==> src/rtl/pipe_skid_reg_pkg.sv <==
// Shared definitions for the skid-buffered pipeline register: occupancy state
// encoding and default bubble payload.
package pipe_skid_reg_pkg;

    typedef enum logic [1:0] {
        ST_EMPTY = 2'd0,
        ST_ONE   = 2'd1,
        ST_FULL  = 2'd2
    } skid_state_e;

    localparam int          OCC_W          = 2;
    localparam int          DEFAULT_WIDTH  = 32;
    localparam logic [31:0] DEFAULT_NOP    = 32'h0000_0000;

    function automatic logic [OCC_W-1:0] occ_of(input skid_state_e st);
        case (st)
            ST_ONE:  return 2'd1;
            ST_FULL: return 2'd2;
            default: return 2'd0;
        endcase
    endfunction

endpackage

==> src/rtl/pipe_skid_reg_sat_counter.sv <==
// Saturating up-counter: adds a small increment when enabled and sticks at
// the all-ones value instead of wrapping.
module pipe_skid_reg_sat_counter #(
    parameter int CNT_W = 8,
    parameter int INC_W = 2
) (
    input  logic             clk,
    input  logic             rst,
    input  logic             en,
    input  logic [INC_W-1:0] inc,
    output logic [CNT_W-1:0] cnt
);

    function automatic logic [CNT_W-1:0] sat_add(input logic [CNT_W-1:0] a,
                                                 input logic [INC_W-1:0] b);
        logic [CNT_W:0] sum;
        sum = {1'b0, a} + (CNT_W+1)'(b);
        if (sum[CNT_W])
            return {CNT_W{1'b1}};
        return sum[CNT_W-1:0];
    endfunction

    logic [CNT_W-1:0] cnt_p1;

    always_ff @(posedge clk or posedge rst) begin
        if (rst)
            cnt_p1 <= '0;
        else if (en)
            cnt_p1 <= sat_add(cnt_p1, inc);
    end

    assign cnt = cnt_p1;

endmodule

==> src/rtl/pipe_skid_reg.sv <==
// Two-entry skid-buffered pipeline register with registered ready, flush and a
// saturating count of entries discarded by flush.
module pipe_skid_reg
    import pipe_skid_reg_pkg::*;
#(
    parameter int               WIDTH   = DEFAULT_WIDTH,
    parameter logic [WIDTH-1:0] NOP_VAL = '0,
    parameter int               CNT_W   = 8
) (
    input  logic             clk,
    input  logic             rst,
    input  logic             flush,
    input  logic             stall,
    input  logic             in_valid,
    output logic             in_ready,
    input  logic [WIDTH-1:0] in_data,
    output logic             out_valid,
    input  logic             out_ready,
    output logic [WIDTH-1:0] out_data,
    output logic [1:0]       occ,
    output logic [CNT_W-1:0] drop_cnt
);

    skid_state_e      state_q, state_d;
    logic [WIDTH-1:0] main_p1, main_d;
    logic [WIDTH-1:0] skid_p1, skid_d;
    logic             in_ready_p1, in_ready_d;
    logic             in_fire, out_fire;
    logic [1:0]       drop_inc;

    assign in_fire  = in_valid & in_ready_p1;
    assign out_fire = out_valid & out_ready & ~stall;

    // ---- stage p1: state and ready registers
    always_ff @(posedge clk or posedge rst) begin
        if (rst) begin
            state_q     <= ST_EMPTY;
            in_ready_p1 <= 1'b1;
        end else begin
            state_q     <= state_d;
            in_ready_p1 <= in_ready_d;
        end
    end

    // Bubbles are reloaded on every vacate so a stale payload never shows up.
    always_ff @(posedge clk or posedge rst) begin
        if (rst) begin
            main_p1 <= NOP_VAL;
            skid_p1 <= NOP_VAL;
        end else begin
            main_p1 <= main_d;
            skid_p1 <= skid_d;
        end
    end

    always_comb begin
        state_d = state_q;
        main_d  = main_p1;
        skid_d  = skid_p1;
        case (state_q)
            ST_EMPTY: begin
                if (in_fire) begin
                    state_d = ST_ONE;
                    main_d  = in_data;
                end
            end
            ST_ONE: begin
                case ({in_fire, out_fire})
                    2'b10: begin
                        state_d = ST_FULL;
                        skid_d  = in_data;
                    end
                    2'b01: begin
                        state_d = ST_EMPTY;
                        main_d  = NOP_VAL;
                    end
                    2'b11: main_d = in_data;
                    default: ;
                endcase
            end
            ST_FULL: begin
                if (out_fire) begin
                    state_d = ST_ONE;
                    main_d  = skid_p1;
                    skid_d  = NOP_VAL;
                end
            end
            default: begin
                state_d = ST_EMPTY;
                main_d  = NOP_VAL;
                skid_d  = NOP_VAL;
            end
        endcase
        if (flush) begin
            state_d = ST_EMPTY;
            main_d  = NOP_VAL;
            skid_d  = NOP_VAL;
        end
        // Depends only on next state, so out_ready/stall never reach in_ready combinationally.
        in_ready_d = (state_d != ST_FULL);
    end

    always_comb begin
        out_valid = (state_q != ST_EMPTY);
        occ       = occ_of(state_q);
    end

    assign in_ready = in_ready_p1;
    assign out_data = main_p1;
    assign drop_inc = occ + {1'b0, in_fire};

    pipe_skid_reg_sat_counter #(
        .CNT_W(CNT_W),
        .INC_W(2)
    ) u_drop_cnt (
        .clk(clk),
        .rst(rst),
        .en (flush),
        .inc(drop_inc),
        .cnt(drop_cnt)
    );

endmodule

==> config.mk <==
export PLATFORM = sky130hd
export DESIGN_NAME = pipe_skid_reg
export DESIGN_NICKNAME = d
export VERILOG_FILES = /design/src/rtl/pipe_skid_reg_pkg.sv /design/src/rtl/pipe_skid_reg_sat_counter.sv /design/src/rtl/pipe_skid_reg.sv
export SDC_FILE = /design/constraint.sdc
export NUM_CORES = 1
export LEC_CHECK = 0
export CELL_PAD_IN_SITES_DETAIL_PLACEMENT = 0
export CELL_PAD_IN_SITES_GLOBAL_PLACEMENT = 1
export CORE_AREA = 10 10 107 109
export CTS_CLUSTER_SIZE = 14
export DETAILED_ROUTE_END_ITERATION = 6
export DIE_AREA = 0 0 117 119
export MAX_ROUTING_LAYER = met4
export PLACE_DENSITY = 0.89
export SLEW_MARGIN = 15
export SYNTH_ARGS = -nofsm -noshare
export SYNTH_HDL_FRONTEND = slang
export SYNTH_SLANG_ARGS = --single-unit
==> constraint.sdc <==
create_clock -name clk -period 5.89 [get_ports clk]
set_clock_uncertainty 0.05 [all_clocks]
set_input_delay 1.178 -clock clk [delete_from_list [all_inputs] [get_ports clk]]
set_output_delay 1.178 -clock clk [all_outputs]
set_load 0.02 [all_outputs]
# After elaboration in Yosys (flattened, before gate mapping)
# Cells that the tools add are included.
[word_totals]
n_memories = 0
input_bits = 38
mem_bits_ro = 0
out_inout_bits = 44
latch_bits = 0
regBits = 75
ramBits = 0
[classes]
n_bitwise = 4
n_addsub = 2
multipliers = 0
n_div = 0
muxes = 19
eq_ne = 11
order_cmp = 0
n_shift = 0
n_reduce_logical = 4
[ops]
columns = ["op", "n"]
rows = [
  ["$mux 32", 6],
  ["$pmux 32 s3", 2],
  ["$pmux 32 s2", 1],
  ["$mux 8", 2],
  ["$add 8x2->9", 1],
  ["$pmux 2 s2", 2],
  ["$eq 2x2->1 const B", 3],
  ["$mux 2", 3],
  ["$ne 3x3->1 const B", 2],
  ["$pmux 2 s3", 1],
  ["$reduce_and 3->1", 2],
  ["$eq 2x1->1 const B", 2],
  ["$ne 2x2->1 const B", 2],
  ["$ne 4x2->1 const B", 1],
  ["$and 1x1->1", 3],
  ["$ne 3x2->1 const B", 1],
  ["$add 2x1->2", 1],
  ["$logic_not 2->1", 1],
  ["$mux 1", 2],
  ["$reduce_bool 2->1", 1],
  ["$not 1->1", 1],
]

# Depth between registers and ports, before layout
# Gate-level depths: netlist of the first run.
[depth]
word_depth = 8
mapped_depth = 11
ltp_nobuf = 9

# By module
# Synthesis of the first run repeated with hierarchy kept, for this count alone.
[hier_totals]
hier_cells = 356
hier_area_um2 = 3764.9
[by_module_without_submodules]
columns = ["mod", "area_per_inst_um2", "n_inst", "cells_each"]
rows = [
  ["pipe_skid_reg", 3288.2, 1, 307],
  ["pipe_skid_reg_sat_counter", 476.7, 1, 49],
]

# Worst setup path after synthesis of the first run
# OpenSTA, ideal clock, no wires.
[synth_path]
path_type = "input to register"
from = "in in_valid"
to = "reg u_drop_cnt.cnt_p1[4], in the netlist u_drop_cnt.cnt[4]"
path_slack_ns = 3.020
arrival_ns = 2.678
path_stages = 9
n_path_buf = 1
setup_ns = 0.142
cell_sequence = "nand2_1 > inv_1 > ha_1 > ha_1 > fa_1 > and3_1 > clkbuf_1 > a21oi_1 > a31oi_1"
[synth_between]
elab_chain_len = 6
[synth_rtl]
columns = ["element", "line", "text"]
rows = [
  ["start, declared", "pipe_skid_reg.sv:14", "input logic in_valid,"],
  ["$and 1x1->1 *", "pipe_skid_reg.sv:31", "assign in_fire = in_valid & in_ready_p1;"],
  ["$add 2x1->2 *", "pipe_skid_reg.sv:110", "assign drop_inc = occ + {1'b0, in_fire};"],
  ["$add 8x2->9 *", "pipe_skid_reg_sat_counter.sv:17", "sum = {1'b0, a} + (CNT_W+1)'(b);"],
  ["$mux 1", "pipe_skid_reg_sat_counter.sv:18", "if (sum[CNT_W])"],
  ["$mux 1", "pipe_skid_reg_sat_counter.sv:28", "else if (en)"],
  ["$mux 8 *", "pipe_skid_reg_sat_counter.sv:20", "return sum[CNT_W-1:0];"],
  ["end signal, assigned", "pipe_skid_reg_sat_counter.sv:29", "cnt_p1 <= sat_add(cnt_p1, inc);"],
  ["end, declared", "pipe_skid_reg_sat_counter.sv:23", "logic [CNT_W-1:0] cnt_p1;"],
]
# Every way passes the cells marked *; elsewhere a longest branch is shown, timed or not. The select of a mux whose other input is x is not followed.
# A chain may end at the register's enable or synchronous reset.

# Worst setup path in the final report of the first run
[layout_path]
from = "reg state_q[1]"
to = "out occ[1]"
[layout_between]
elab_chain_len = 2
[layout_rtl]
columns = ["element", "line", "text"]
rows = [
  ["start, declared", "pipe_skid_reg.sv:24", "skid_state_e state_q, state_d;"],
  ["start signal, assigned", "pipe_skid_reg.sv:40", "state_q <= state_d;"],
  ["$eq 2x2->1 or $eq 2x1->1 (tied branches)", "pipe_skid_reg_pkg.sv:16", "case (st)"],
  ["$pmux 2 s2 *", "pipe_skid_reg_pkg.sv:16", ""],
  ["end, declared", "pipe_skid_reg.sv:20", "output logic [1:0] occ,"],
]
# Every way passes the cells marked *; elsewhere a longest branch is shown, timed or not.

==> results of run 1 <==
[registers in the layout (all words and copies together) (netlist names)]
signal	flops
in_ready	1
u_drop_cnt.cnt	8
out_data	32
state_q	2
skid_p1	32
[logic make-up (layout without fill, tap and decap cells)]
kind of cell	after synthesis	in the layout	share of synthesized area [%]
muxes	36	36	9.54
AOI/OAI and AO/OA	81	81	20.2
xor gates and xnor gates	2	2	0.461
adders and majority gates	7	7	2.50
buffers and inverters	66	142	7.53
DFF	75	75	49.4
and+or+nand+nor	96	96	10.4
[metal layers]
| layer | share of wire, % | global-route usage [%] | up-vias |
|---|---|---|---|
| li1 | - | - | 1412 |
| met2 | 47 | 20.2 | 65 |
| met1 | 47 | 18.7 | 1406 |
| met4 | 1.4 | 5.72 | 0 |
| met3 | 5.1 | 2.86 | 10 |
| met5 | 0 | - | - |
[worst reg2reg max path: cells and delay by family, from the launching register on]
family | cells | cell delay (ns)
simple gates | 4 | 1.35
flops | 1 | 0.49
fa+ha+maj | 1 | 0.48
xor+xnor | 1 | 0.23
[final cells by class]
cell class | instances | area (µm²)
Tap cell | 114 | 143
Timing Repair Buffer | 89 | 866
Clock inverter | 2 | 35.0
Inverter | 38 | 144
Multi-Input combinational cell | 222 | 1670
Clock buffer | 13 | 159
Fill cell | 882 | 4570
Sequential cell | 75 | 1880
[where the power goes]
part | switching (mW) | leakage (nW) | internal (mW)
Clock | 0.185 | 0.0995 | 0.217
Sequential | 0.0495 | 0.996 | 0.577
Combinational | 0.238 | 0.970 | 0.203
[Yosys cell counts (all sizes together) (3+ instances only)]
| library cell | number |
|---|---|
| dfrtp | 74 |
| nand2 | 44 |
| inv | 38 |
| nor2 | 37 |
| a211oi | 34 |
| mux2i | 34 |
| a32oi | 30 |
| clkbuf | 15 |
| buf | 13 |
| a21oi | 8 |
| ha | 6 |
| nand3 | 4 |
| a22oi | 3 |
| o21ai | 3 |
[layout by cell type (no fill, tap or decap), types with 4 or more instances in the layout]
cell type         n
a211oi_1          5
a211oi_2         28
a21oi_1           8
a32oi_1          30
buf_4             8
clkbuf_8         11
clkdlybuf4s50_1  80
dfrtp_1          74
ha_1              6
inv_1            37
mux2i_1          34
nand2_1          44
nand3_1           4
nor2_1           36
[worst max path at each step]
stage / cells past startpoint / slack, ns / start / endpoint
after floorplan: 1 / 2.75 / rst / out_data[0]$_DFFE_PP0P_
after global placement: 9 / 2.32 / out_ready / skid_p1[7]$_DFFE_PP0P_
after CTS: 2 / 2.22 / state_q[1]$_DFF_PP0_ / occ[1]
final: 2 / 2.24 / state_q[1]$_DFF_PP0_ / occ[1]
after global routing: 2 / 2.06 / state_q[1]$_DFF_PP0_ / occ[1]
after detailed placement: 9 / 2.21 / out_ready / skid_p1[25]$_DFFE_PP0P_
==> results.sh, run 1 <==
export IMPL_crit_required_ns=4.66
export IMPL_clk_latency_ns=0.34
export IMPL_peakVddDrop_uv=136
export IMPL_stdcell_area_um2=4890
export IMPL_placed_cell_area_um2=4690
export IMPL_gp_congestion=0.731
export IMPL_antenna_found_initial=0
export IMPL_hp_start="skid_p1[10]$_DFFE_PP0P_"
export IMPL_report_final_slew_viol_count=0
export IMPL_cts_buffers=9
export IMPL_p_per_area_nw_per_um2=300
export IMPL_netlist_area_um2=3800
export IMPL_fin_util_pct=51.7
export IMPL_crit_family="simple AND/OR/NAND/NOR gates"
export IMPL_hold_path_depth=2
export IMPL_status="finished, final reports clean"
export IMPL_gr_total_overflow=0
export IMPL_synthFlopType="dfrtp_1"
export IMPL_crit_arrival_ns=2.42
export IMPL_async_flop_share_pct=100
export IMPL_final_cells=553
export IMPL_wl_mm=9.12
export IMPL_num_rows=36
export IMPL_rr_endpoint="u_drop_cnt.cnt[3]$_DFFE_PP0P_"
export IMPL_avgSynthCellArea_um2=10.5
export IMPL_grt_first_pass_wirelength_mm=15.4
export IMPL_path_cells="nor2b_4 -> clkdlybuf4s50_1"
export IMPL_grt_max_degree=76
export IMPL_synth_top_cell_area_share_pct=48.7
export IMPL_hpwl_mm=6.14
export IMPL_period_needed_ns=3.65
export IMPL_track_usage_pct=14.0
export IMPL_cts_max_path_buffers=2
export IMPL_drcViolationCount=0
export IMPL_endpoint_kind="output port"
export IMPL_setup_viol=0
export IMPL_hold_violations=0
export IMPL_path_clk_slew_ns=0.08
export IMPL_r2r_start="state_q[1]$_DFF_PP0_"
export IMPL_post_route_period_util_pct=62.0
export IMPL_syn_to_final_growth_pct=28.6
export IMPL_setup_tns_ns=0
export IMPL_cp_slowest_cell="nor2b_4"
export IMPL_post_cts_resized=0
export IMPL_holdBufCountCts=0
export IMPL_ys_top_cells_by_area="dfrtp_1 (49%), a211oi_2 (9.2%), mux2i_1 (8.9%)"
export IMPL_holdPathEnd="skid_p1[10]$_DFFE_PP0P_"
export IMPL_drive_above_1_share_pct=13.2
export IMPL_synth_edf_count=0
export IMPL_wl_per_cell_um=16.5
export IMPL_critPathMaxFanout=37
export IMPL_yosysSeqAreaShare_pct=49.4
export IMPL_synth_distinct_cells=34
export IMPL_setup_slack_ns=2.24
export IMPL_die_y_um=119
export IMPL_startpoint_type="flop"
export IMPL_drt_first_pass_iters=4
export IMPL_htree_levels=3
export IMPL_path_class="flop to output port"
export IMPL_fp_dieW_um=117
export IMPL_tightest_slew_ns=0.954
export IMPL_synth_largest_area_cell="dfrtp_1"
export IMPL_max_stage_delay_ns=0.82
export IMPL_yosysWarnings=0
export IMPL_rsz0062_at_grt="no"
export IMPL_place_inst=538
export IMPL_nets=480
export IMPL_leakagePower_nw=2.07
export IMPL_finalPower_mw=1.47
export IMPL_cts_sinks=75
export IMPL_reg2reg_slack_ns=3.17
export IMPL_grt_pass1_vias=3010
export IMPL_start_util_pct=40.2
export IMPL_crit_buf_inv=1
export IMPL_cts_tree="done"
export IMPL_cap_violations=0
export IMPL_vias=2893
export IMPL_drt_iter0_drc=123
export IMPL_drt_vias_per_instance=5.23
export IMPL_cts_root_buf="clkbuf_8"
export IMPL_whs_ns=0.472
export IMPL_port_buffers=81
export IMPL_synthCells=363
export IMPL_relSlewSlack_pct=36.4
export IMPL_min_path_type="flop to flop"
export IMPL_core_area_um2=9460
export IMPL_r2r_worst_path_cells=6
export IMPL_postCtsSetupBuffers=0
export IMPL_num_io_pins=82
export IMPL_ant_nets=0
export IMPL_place_ws_ns=2.21
export IMPL_timing_fmax_ghz=0.274
export IMPL_synth_seq_cells=75
export IMPL_synthesis_nets=408
export IMPL_diodes=0
export IMPL_die_area_um2=13900
Note: power is estimated with default switching activity, not from simulation.
==> run 2: changes to the inputs <==
CORE_AREA = 10 10 116 118   (was 10 10 107 109)
DIE_AREA = 0 0 126 128   (was 0 0 117 119)
PLACE_DENSITY = 0.8   (was 0.89)
clock period = 3 ns   (was 5.89 ns; I/O delays follow)
==> run 2 against run 1 <==
Compared with the run above: die area rose by 16%; critical path depth did not move; largest cell class unchanged; combinational power rose by 100%; hold slack got worse by 0.0051 ns; count of clock-buffer cells in the layout fell by 2; sequential cell count did not move; largest power group unchanged; routed wire length rose by 11%; critical endpoint unchanged; sequential share of layout area fell by 1.5 points; clock power rose to 2.8 times the previous value; non-clock buffer count rose by 5; cell count rose by 6.3%.
==> results.sh, run 2 (synthesized netlist as in run 1, its figures left out) <==
export IMPL_status="finished, final reports clean"
export IMPL_gp_congestion=0.809
export IMPL_cts_root_buf="clkbuf_16"
export IMPL_reg2reg_slack_ns=0.59
export IMPL_stdcell_area_um2=5090
export IMPL_max_stage_delay_ns=0.69
export IMPL_grt_pass1_vias=3174
export IMPL_placed_cell_area_um2=4790
export IMPL_rsz0062_at_grt="no"
export IMPL_period_needed_ns=2.56
export IMPL_cp_slowest_cell="clkdlybuf4s50_1"
export IMPL_p_switching_mw=1.02
export IMPL_num_rows=39
export IMPL_htree_levels=3
export IMPL_report_final_slew_viol_count=0
export IMPL_hpwl_mm=6.78
export IMPL_drt_iter0_drc=209
export IMPL_min_path_type="flop to flop"
export IMPL_holdBufCountCts=0
export IMPL_timing_fmax_ghz=0.390
export IMPL_setup_tns_ns=0
export IMPL_place_inst=572
export IMPL_holdPathEnd="skid_p1[18]$_DFFE_PP0P_"
export IMPL_rr_endpoint="u_drop_cnt.cnt[5]$_DFFE_PP0P_"
export IMPL_drt_first_pass_iters=4
export IMPL_die_area_um2=16100
export IMPL_fp_dieW_um=126
export IMPL_wl_per_cell_um=17.3
export IMPL_path_cells="nor2b_4 -> clkdlybuf4s50_1"
export IMPL_internal_power_mw=2.22
export IMPL_final_cells=588
export IMPL_nets=485
export IMPL_cap_violations=0
export IMPL_combinationalPowerShare_pct=27.6
export IMPL_gr_total_overflow=0
export IMPL_syn_to_final_growth_pct=33.9
export IMPL_start_util_pct=33.9
export IMPL_hold_violations=0
export IMPL_postCtsSetupBuffers=0
export IMPL_most_common_layout_cells="clkdlybuf4s50_1 (80), dfrtp_1 (74), nand2_1 (44)"
export IMPL_grt_max_degree=47
export IMPL_final_common_cell="clkdlybuf4s50_1"
export IMPL_peakVddDrop_uv=299
export IMPL_post_cts_resized=0
export IMPL_r2r_worst_path_cells=8
export IMPL_seq_power_share_pct=38.2
export IMPL_r2r_start="state_q[0]$_DFF_PP0_"
export IMPL_endpoint_kind="output port"
export IMPL_path_clk_slew_ns=0.06
export IMPL_port_buffers=81
export IMPL_fin_util_pct=45.4
export IMPL_leakagePower_nw=2.14
export IMPL_drcViolationCount=0
export IMPL_hp_start="skid_p1[18]$_DFFE_PP0P_"
export IMPL_p_per_area_nw_per_um2=635
export IMPL_path_class="flop to output port"
export IMPL_cts_sinks=75
export IMPL_cts_buffers=9
export IMPL_antenna_found_initial=0
export IMPL_diodes=0
export IMPL_ant_nets=0
export IMPL_drt_vias_per_instance=5.16
export IMPL_tightest_slew_ns=0.702
export IMPL_grt_first_pass_wirelength_mm=16.6
export IMPL_swShare_pct=31.5
export IMPL_startpoint_type="flop"
export IMPL_hold_path_depth=2
export IMPL_vias=3032
export IMPL_setup_viol=0
export IMPL_relSlewSlack_pct=53.2
export IMPL_finalPower_mw=3.24
export IMPL_critPathMaxFanout=12
export IMPL_cts_tree="done"
export IMPL_post_route_period_util_pct=85.5
export IMPL_drive_above_1_share_pct=14.6
export IMPL_pwr_share_clk_pct=34.2
export IMPL_die_y_um=128
export IMPL_core_area_um2=11200
export IMPL_crit_required_ns=2.35
export IMPL_track_usage_pct=12.9
export IMPL_num_io_pins=82
export IMPL_wl_mm=10.2
export IMPL_clk_latency_ns=0.33
export IMPL_cts_max_path_buffers=2
export IMPL_crit_arrival_ns=1.91
run 2: metal layers:
layer | vias to the layer above | global-route usage, % | wire length (µm)
met2 | 102 | 20.6 | 4830
met1 | 1486 | 15.8 | 4740
met3 | 15 | 2.61 | 444
met5 | - | - | 0
li1 | 1429 | - | -
met4 | 0 | 4.69 | 144
run 2: worst max-delay path by stage:
| stage | from | cells past startpoint | slack [ns] | to |
|---|---|---|---|---|
| after floorplan | rst | 1 | 0.44 | out_data[0]$_DFFE_PP0P_ |
| after global placement | in_valid | 9 | 0.24 | u_drop_cnt.cnt[1]$_DFFE_PP0P_ |
| after detailed placement | in_valid | 9 | 0.17 | u_drop_cnt.cnt[1]$_DFFE_PP0P_ |
| after CTS | state_q[1]$_DFF_PP0_ | 2 | 0.43 | occ[1] |
| after global routing | in_valid | 10 | 0.31 | u_drop_cnt.cnt[5]$_DFFE_PP0P_ |
| final | state_q[1]$_DFF_PP0_ | 2 | 0.44 | occ[1] |
run 2: power by group through the flow:
stage | Sequential [mW] | Clock [mW] | Combinational (mW)
floorplan | 1.36 | 0 | 0.418
global placement | 1.25 | 0 | 0.896
detailed placement | 1.25 | 0 | 0.905
CTS | 1.24 | 1.13 | 0.907
global route | 1.26 | 1.17 | 0.974
finish | 1.24 | 1.11 | 0.892
run 2: cell type report:
| class | instances | area, µm² |
|---|---|---|
| tap | 143 | 179 |
| clock buffer | 11 | 243 |
| clock inverter | 5 | 61.3 |
| multi-input combinational | 222 | 1660 |
| inverter | 38 | 144 |
| fill | 1087 | 6130 |
| timing repair buffer | 94 | 928 |
| sequential | 75 | 1880 |
run 2: through the flow:
stage / hold slack (ns) / setup slack, ns
CTS: 0.472 / 0.430
detailed placement: 0.462 / 0.170
global route: 0.492 / 0.307
finish: 0.467 / 0.436
global placement: 0.457 / 0.244
floorplan: 0.447 / 0.442
run 2: critical path, delay by kind of cell, from the launching register on:
family | cells | cell delay [ns]
flops | 1 | 0.47
simple gates | 1 | 0.42
buf+inv | 1 | 0.69
